$ cat config.mk
export PLATFORM = sky130hd
export DESIGN_NAME = icetap_spi_scan_bridge
export DESIGN_NICKNAME = d
export VERILOG_FILES = /design/src/rtl/icetap_spi_scan_bridge.sv
export SDC_FILE = /design/constraint.sdc
export NUM_CORES = 1
export LEC_CHECK = 0
export BUFFER_PORTS_ARGS = -buffer_cell sky130_fd_sc_hd__buf_2
export CAP_MARGIN = 30
export CORE_MARGIN = 2
export CORE_UTILIZATION = 58
export CTS_CLUSTER_DIAMETER = 200
export CTS_CLUSTER_SIZE = 20
export DETAILED_ROUTE_END_ITERATION = 7
export GPL_ROUTABILITY_DRIVEN = 0
export PLACE_DENSITY = 0.9
export SYNTH_ARGS = -nofsm -noshare
export SYNTH_HDL_FRONTEND = slang
export SYNTH_SLANG_ARGS = --single-unit
$ cat constraint.sdc
create_clock -name scan_clk -period 2.5 [get_ports scan_clk]
set_input_delay 0.125 -clock scan_clk [delete_from_list [all_inputs] [get_ports scan_clk]]
set_output_delay 0.125 -clock scan_clk [all_outputs]
set_load 0.02 [all_outputs]
$ cat src/rtl/icetap_spi_scan_bridge.sv
// SPI slave (mode 0, LSB first) that feeds the icetap_scan register strobes.
//
// All SPI pins are oversampled in the scan_clk domain, so no logic runs on SCLK.
// Each frame starts with an 8-bit address. The address selects one scan register,
// and every payload bit after it becomes a one-cycle shift strobe for that register.
//
// Ports
//   scan_clk                 in   sole clock, must run at least 8x spi_sclk
//   scan_reset_              in   asynchronous active-low reset
//   spi_sclk/spi_cs_/spi_mosi in  asynchronous SPI pins (SCLK idles low, CS_ active low)
//   spi_miso                 out  registered serial data from the selected register
//   spi_miso_oe              out  pad enable, high while CS_ is (synchronised) low
//   cmd_shift_ena/_update/_data             CMD register strobes and payload bit
//   status_shift_update/_ena, status_shift_data (in)  STATUS capture/shift, serial out
//   store_mask_shift_ena/_data              STORE_MASK strobe and payload bit
//   trigger_mask_shift_ena/_data            TRIGGER_MASK strobe and payload bit
//   data_shift_update/_ena, data_shift_data (in)      DATA readout start/shift, serial out
module icetap_spi_scan_bridge #(
  parameter int unsigned SYNC_STAGES = 2,
  parameter int unsigned CNT_BITS    = 16
) (
  input  logic scan_clk,
  input  logic scan_reset_,
  input  logic spi_sclk,
  input  logic spi_cs_,
  input  logic spi_mosi,
  output logic spi_miso,
  output logic spi_miso_oe,
  output logic cmd_shift_ena,
  output logic cmd_shift_update,
  output logic cmd_shift_data,
  output logic status_shift_update,
  output logic status_shift_ena,
  input  logic status_shift_data,
  output logic store_mask_shift_ena,
  output logic store_mask_shift_data,
  output logic trigger_mask_shift_ena,
  output logic trigger_mask_shift_data,
  output logic data_shift_update,
  output logic data_shift_ena,
  input  logic data_shift_data
);

  typedef enum logic [1:0] {StIdle, StAddr, StPayload} state_e;

  typedef enum logic [2:0] {
    SelNone,
    SelCmd,
    SelStatus,
    SelStoreMask,
    SelTriggerMask,
    SelData
  } sel_e;

  localparam logic [CNT_BITS-1:0] CntOne = CNT_BITS'(1);

  function automatic sel_e decode_addr(input logic [7:0] a);
    sel_e s;
    case (a)
      8'h01:   s = SelCmd;
      8'h02:   s = SelStatus;
      8'h03:   s = SelStoreMask;
      8'h04:   s = SelTriggerMask;
      8'h05:   s = SelData;
      default: s = SelNone;
    endcase
    return s;
  endfunction

  // Pin synchronisers. CS_ resets high so that leaving reset never looks like a frame start.
  logic [SYNC_STAGES-1:0] sclk_sync_q, cs_sync_q, mosi_sync_q;

  always_ff @(posedge scan_clk or negedge scan_reset_) begin
    if (!scan_reset_) begin
      sclk_sync_q <= '0;
      cs_sync_q   <= '1;
      mosi_sync_q <= '0;
    end else begin
      sclk_sync_q <= {sclk_sync_q[SYNC_STAGES-2:0], spi_sclk};
      cs_sync_q   <= {cs_sync_q[SYNC_STAGES-2:0], spi_cs_};
      mosi_sync_q <= {mosi_sync_q[SYNC_STAGES-2:0], spi_mosi};
    end
  end

  logic sclk_s, cs_s, mosi_s;
  assign sclk_s = sclk_sync_q[SYNC_STAGES-1];
  assign cs_s   = cs_sync_q[SYNC_STAGES-1];
  assign mosi_s = mosi_sync_q[SYNC_STAGES-1];

  // Edge detection against the previous synchronised sample.
  logic sclk_d_q, cs_d_q;

  always_ff @(posedge scan_clk or negedge scan_reset_) begin
    if (!scan_reset_) begin
      sclk_d_q <= 1'b0;
      cs_d_q   <= 1'b1;
    end else begin
      sclk_d_q <= sclk_s;
      cs_d_q   <= cs_s;
    end
  end

  logic rise, cs_fall, cs_rise;
  assign rise    = sclk_s & ~sclk_d_q;
  assign cs_fall = ~cs_s & cs_d_q;
  assign cs_rise = cs_s & ~cs_d_q;

  // Frame state
  state_e              state_q, state_d;
  sel_e                sel_q, sel_d;
  logic [7:0]          addr_q, addr_d;
  logic [2:0]          addr_cnt_q, addr_cnt_d;
  logic [CNT_BITS-1:0] bit_cnt_q, bit_cnt_d;

  // Registered outputs
  logic cmd_ena_q, cmd_ena_d;
  logic status_ena_q, status_ena_d;
  logic store_ena_q, store_ena_d;
  logic trig_ena_q, trig_ena_d;
  logic data_ena_q, data_ena_d;
  logic cmd_upd_q, cmd_upd_d;
  logic status_upd_q, status_upd_d;
  logic data_upd_q, data_upd_d;
  logic shift_data_q, shift_data_d;
  logic miso_q, miso_d;

  logic [7:0] next_addr;
  sel_e       next_sel;
  assign next_addr = {mosi_s, addr_q[7:1]};
  assign next_sel  = decode_addr(next_addr);

  always_ff @(posedge scan_clk or negedge scan_reset_) begin
    if (!scan_reset_) begin
      state_q      <= StIdle;
      sel_q        <= SelNone;
      addr_q       <= '0;
      addr_cnt_q   <= '0;
      bit_cnt_q    <= '0;
      cmd_ena_q    <= 1'b0;
      status_ena_q <= 1'b0;
      store_ena_q  <= 1'b0;
      trig_ena_q   <= 1'b0;
      data_ena_q   <= 1'b0;
      cmd_upd_q    <= 1'b0;
      status_upd_q <= 1'b0;
      data_upd_q   <= 1'b0;
      shift_data_q <= 1'b0;
      miso_q       <= 1'b0;
    end else begin
      state_q      <= state_d;
      sel_q        <= sel_d;
      addr_q       <= addr_d;
      addr_cnt_q   <= addr_cnt_d;
      bit_cnt_q    <= bit_cnt_d;
      cmd_ena_q    <= cmd_ena_d;
      status_ena_q <= status_ena_d;
      store_ena_q  <= store_ena_d;
      trig_ena_q   <= trig_ena_d;
      data_ena_q   <= data_ena_d;
      cmd_upd_q    <= cmd_upd_d;
      status_upd_q <= status_upd_d;
      data_upd_q   <= data_upd_d;
      shift_data_q <= shift_data_d;
      miso_q       <= miso_d;
    end
  end

  always_comb begin
    state_d      = state_q;
    sel_d        = sel_q;
    addr_d       = addr_q;
    addr_cnt_d   = addr_cnt_q;
    bit_cnt_d    = bit_cnt_q;
    cmd_ena_d    = 1'b0;
    status_ena_d = 1'b0;
    store_ena_d  = 1'b0;
    trig_ena_d   = 1'b0;
    data_ena_d   = 1'b0;
    cmd_upd_d    = 1'b0;
    status_upd_d = 1'b0;
    data_upd_d   = 1'b0;
    shift_data_d = shift_data_q;

    // MISO follows the selected register every cycle.
    case (sel_q)
      SelStatus: miso_d = status_shift_data;
      SelData:   miso_d = data_shift_data;
      default:   miso_d = 1'b0;
    endcase

    // Priority: end of frame, then start of frame, then SCLK rise.
    // A rise that coincides with cs_rise is therefore dropped.
    if (cs_rise) begin
      if (state_q == StPayload && sel_q == SelCmd && bit_cnt_q != '0) begin
        cmd_upd_d = 1'b1;
      end
      state_d = StIdle;
      sel_d   = SelNone;
    end else if (cs_fall) begin
      // Also covers a missed CS_ rise: restart the address phase from scratch.
      state_d    = StAddr;
      sel_d      = SelNone;
      addr_d     = '0;
      addr_cnt_d = '0;
      bit_cnt_d  = '0;
    end else if (rise) begin
      case (state_q)
        StAddr: begin
          addr_d     = next_addr;
          addr_cnt_d = addr_cnt_q + 3'd1;
          if (addr_cnt_q == 3'd7) begin
            state_d      = StPayload;
            sel_d        = next_sel;
            status_upd_d = (next_sel == SelStatus);
            data_upd_d   = (next_sel == SelData);
          end
        end
        StPayload: begin
          shift_data_d = mosi_s;
          if (bit_cnt_q != '1) begin
            bit_cnt_d = bit_cnt_q + CntOne;
          end
          case (sel_q)
            SelCmd:         cmd_ena_d    = 1'b1;
            SelStatus:      status_ena_d = 1'b1;
            SelStoreMask:   store_ena_d  = 1'b1;
            SelTriggerMask: trig_ena_d   = 1'b1;
            SelData:        data_ena_d   = 1'b1;
            default:        ;
          endcase
        end
        default: ;
      endcase
    end
  end

  assign spi_miso                = miso_q;
  assign spi_miso_oe             = ~cs_s;
  assign cmd_shift_ena           = cmd_ena_q;
  assign cmd_shift_update        = cmd_upd_q;
  assign cmd_shift_data          = shift_data_q;
  assign status_shift_update     = status_upd_q;
  assign status_shift_ena        = status_ena_q;
  assign store_mask_shift_ena    = store_ena_q;
  assign store_mask_shift_data   = shift_data_q;
  assign trigger_mask_shift_ena  = trig_ena_q;
  assign trigger_mask_shift_data = shift_data_q;
  assign data_shift_update       = data_upd_q;
  assign data_shift_ena          = data_ena_q;

endmodule

==> out/results.txt <==
Die Span X: 65.9 µm
antenna violations before repair: 0
Fillers: 269
Reg2Reg Depth: 6
Tot GR Track Use: 22.1%
Routed Antenna Nets: 0
count leader, synth: dfrtp_1
area grow syn2layout: 13.3%
clock slew at reported path FFs: 0.08 ns
CP max stage delay: 0.54 ns
vias per cell: 5.84
top post-synthesis cells by count: dfrtp_1, nor2_1, nand2_1
CP max stage cell: dfstp_2
Initial Util: 60.8%
HP Start: status_shift_data
# diodes: 0
Cell Chain, Critical Path: inv_1, ha_1, nor4b_4, nand3_2, or3_1, a21oi_1
unique cell type count in the Yosys netlist: 47
vias in the first global route: 1,591
Syn Inst Count: 204
hold slack: 0.0247 ns
num rows: 22
largest net degree at the start of global routing: 36
CP Launch Type: register
Synth area leader: dfrtp_1
CTS H-tree depth: 2
Mean Syn Cell Area: 10.9 µm²
first-pass GRT wire length: 7.20 mm
Max Fclk: 0.496 GHz
element type at the critical path end: register
CTS Buf Count: 5
Die Ht: 65.9 µm
Worst Hold End: spi_miso$_DFF_PN0_
Max clock buf depth: 2
area of the core: 0.00366 mm²
Power Dens Cells: 631 mW/mm²
post-CTS sizing: 0
RSZ-0062 raised after global routing: false
Nets: 241
CTS tree: yes
predominant post-synthesis flop cell: dfrtp_1
I/O pins: 20
critical path arrival: 2.24 ns
input/output buffers: 19
# DRC: 0
Critical Path Fanout Max: 10
DP Worst Slack: 0.552 ns
setup repair bufs after CTS: 0
detailed placement HPWL: 2.81 mm
Synth top area share: 51.7%
most area-consuming cells after synthesis: dfrtp_1, a22o_1, dfstp_2
mean routed wirelength per cell: 14.5 µm
DRT Pass-1 Iters: 4
r2r setup slk: 0.48 ns
Leakage Power: 1.17 nW
FF-to-FF End: bit_cnt_q[15]$_DFFE_PN0P_
via count: 1,618
gr ovfl total: 0
clock sinks: 49
maximum vdd drop: 0.521 mV
share of cells above drive strength 1: 16.2%
final worst slack: 0.484 ns
1st-iter DRT viols: 114
Setup Crit Path Kind: reg -> reg
final worst path period share: 80.7%
slew margin rel.: 72.4%
Post-synth EDFFs: 0
Cell Area, Synth: 0.00222 mm²
minimum clock period: 2.02 ns
Clock Skews: 0.00712 ns
Least-Margin Pin Slew: 0.414 ns
Total Wirelength: 4.01 mm
final setup vio count: 0
status: completed
aggregate negative setup slack: 0 ns
r2r startpoint: cs_d_q$_DFF_PN1_
Syn Nets: 217
Post-Place Cells: 265
Max Cap Viol: 0
CTS root buf: clkbuf_8
Hold Vio Cnt, Final: 0
hold depth: 3
Critical Path RT: 2.73 ns
Synthesis Warnings: 0
die area: 0.00435 mm²
Seq/Total Area, Yosys: 55.3%
flops & latches, synth: 49
FFs w/ async S/R, synth: 100%
Tightest Hold Check Type: in -> reg
max-slew violations: 0
clock latency on the worst-skew pair: 0.31 ns
Post-Layout Cell Count: 277
==> layout make-up <==
| type | instances | area, µm² | area share [%] |
|---|---|---|---|
| multi-input combinational | 140 | 930 | 36.9 |
| tap | 48 | 60.1 | 2.38 |
| clock inverter | 2 | 38.8 | 1.54 |
| clock buffer | 6 | 72.6 | 2.88 |
| sequential | 49 | 1230 | 48.8 |
| timing repair buffer | 25 | 163 | 6.45 |
| inverter | 7 | 26.3 | 1.04 |
==> critical path: cells and delay by family, from the launching register on <==
family	cells	cell delay, ns
AND/OR/NAND/NOR	3	0.87
AO/OA/AOI/OAI	1	0.17
adder cells (fa/ha/maj)	1	0.31
buffers and inverters	1	0.04
flip-flops	1	0.54
==> placed cells by master (no fill, tap or decap), drive strengths merged, types with 2 or more instances in the layout <==
master,Yosys,layout
nand2b,6,6
clkbuf,4,6
xor2,6,6
nor4,6,6
o21ai,4,4
nor3b,2,2
nand4,6,6
dlygate4sd3,0,4
buf,4,21
nor4b,4,4
nand2,16,16
nor3,5,5
mux2,2,2
nor2,20,20
a31oi,2,2
dfrtp,46,46
a21oi,6,6
ha,6,6
a22o,12,12
nand3,9,9
inv,7,7
xnor2,5,5
and3,4,4
or2,2,2
and2,2,2
nor2b,3,3
dfstp,3,3
==> routing by layer <==
metal / vias to the layer above / share of wire, % / GRT usage, %
met5: - / 0 / 0
met4: 0 / 2.5 / 10.7
met3: 11 / 6.5 / 4.60
met2: 72 / 46 / 34.3
met1: 765 / 45 / 29.6
li1: 770 / - / -
==> worst max-delay path by stage <==
stage	startpoint	endpoint	slack [ns]
6_report	cs_d_q$_DFF_PN1_	bit_cnt_q[15]$_DFFE_PN0P_	0.48
5_1_grt	cs_d_q$_DFF_PN1_	bit_cnt_q[15]$_DFFE_PN0P_	0.37
4_1_cts	cs_d_q$_DFF_PN1_	bit_cnt_q[15]$_DFFE_PN0P_	0.49
3_5_place_dp	cs_d_q$_DFF_PN1_	bit_cnt_q[12]$_DFFE_PN0P_	0.55
3_3_place_gp	cs_d_q$_DFF_PN1_	bit_cnt_q[12]$_DFFE_PN0P_	0.58
2_1_floorplan	cs_d_q$_DFF_PN1_	bit_cnt_q[12]$_DFFE_PN0P_	0.64
==> flip-flops by register name (all words and copies together) (netlist names), 2 cells and up <==
register and cells:
bit_cnt_q 16, addr_q 7, addr_cnt_q 3, sel_q 3, cs_sync_q 2, mosi_sync_q 2
sclk_sync_q 2, state_q 2
==> per-stage QoR <==
stage               power (mW)  utilization [%]  area [µm²]
detailed placement        1.04             64.7        2370
CTS                       1.60             68.8        2520
finish                    1.59             68.8        2520
global route              1.66             68.8        2520
floorplan                0.990                -        2220
global placement          1.03             64.1        2350
==> logic make-up (layout without fill, tap and decap cells) <==
family,after synthesis,after routing,share of synthesized area (%)
compound gates,30,30,9.79
xor+xnor,11,11,4.33
fa+ha+maj,6,6,3.37
buf+inv,15,40,2.92
flops,49,49,55.3
mux,2,2,1.01
simple gates,91,91,23.3
==> power breakdown <==
part	leakage [nW]	switching (mW)	internal, mW	total (mW)
registers	0.656	0.0266	0.824	0.851
clock network	0.0554	0.260	0.300	0.560
logic	0.462	0.113	0.0665	0.179
==> timing repair <==
item                       in CTS  in global routing
hold buffers                    4                  0
hold endpoints to repair       15                  0
setup endpoints to repair       0                  0
No activity file was read; power rests on OpenSTA's default activity.
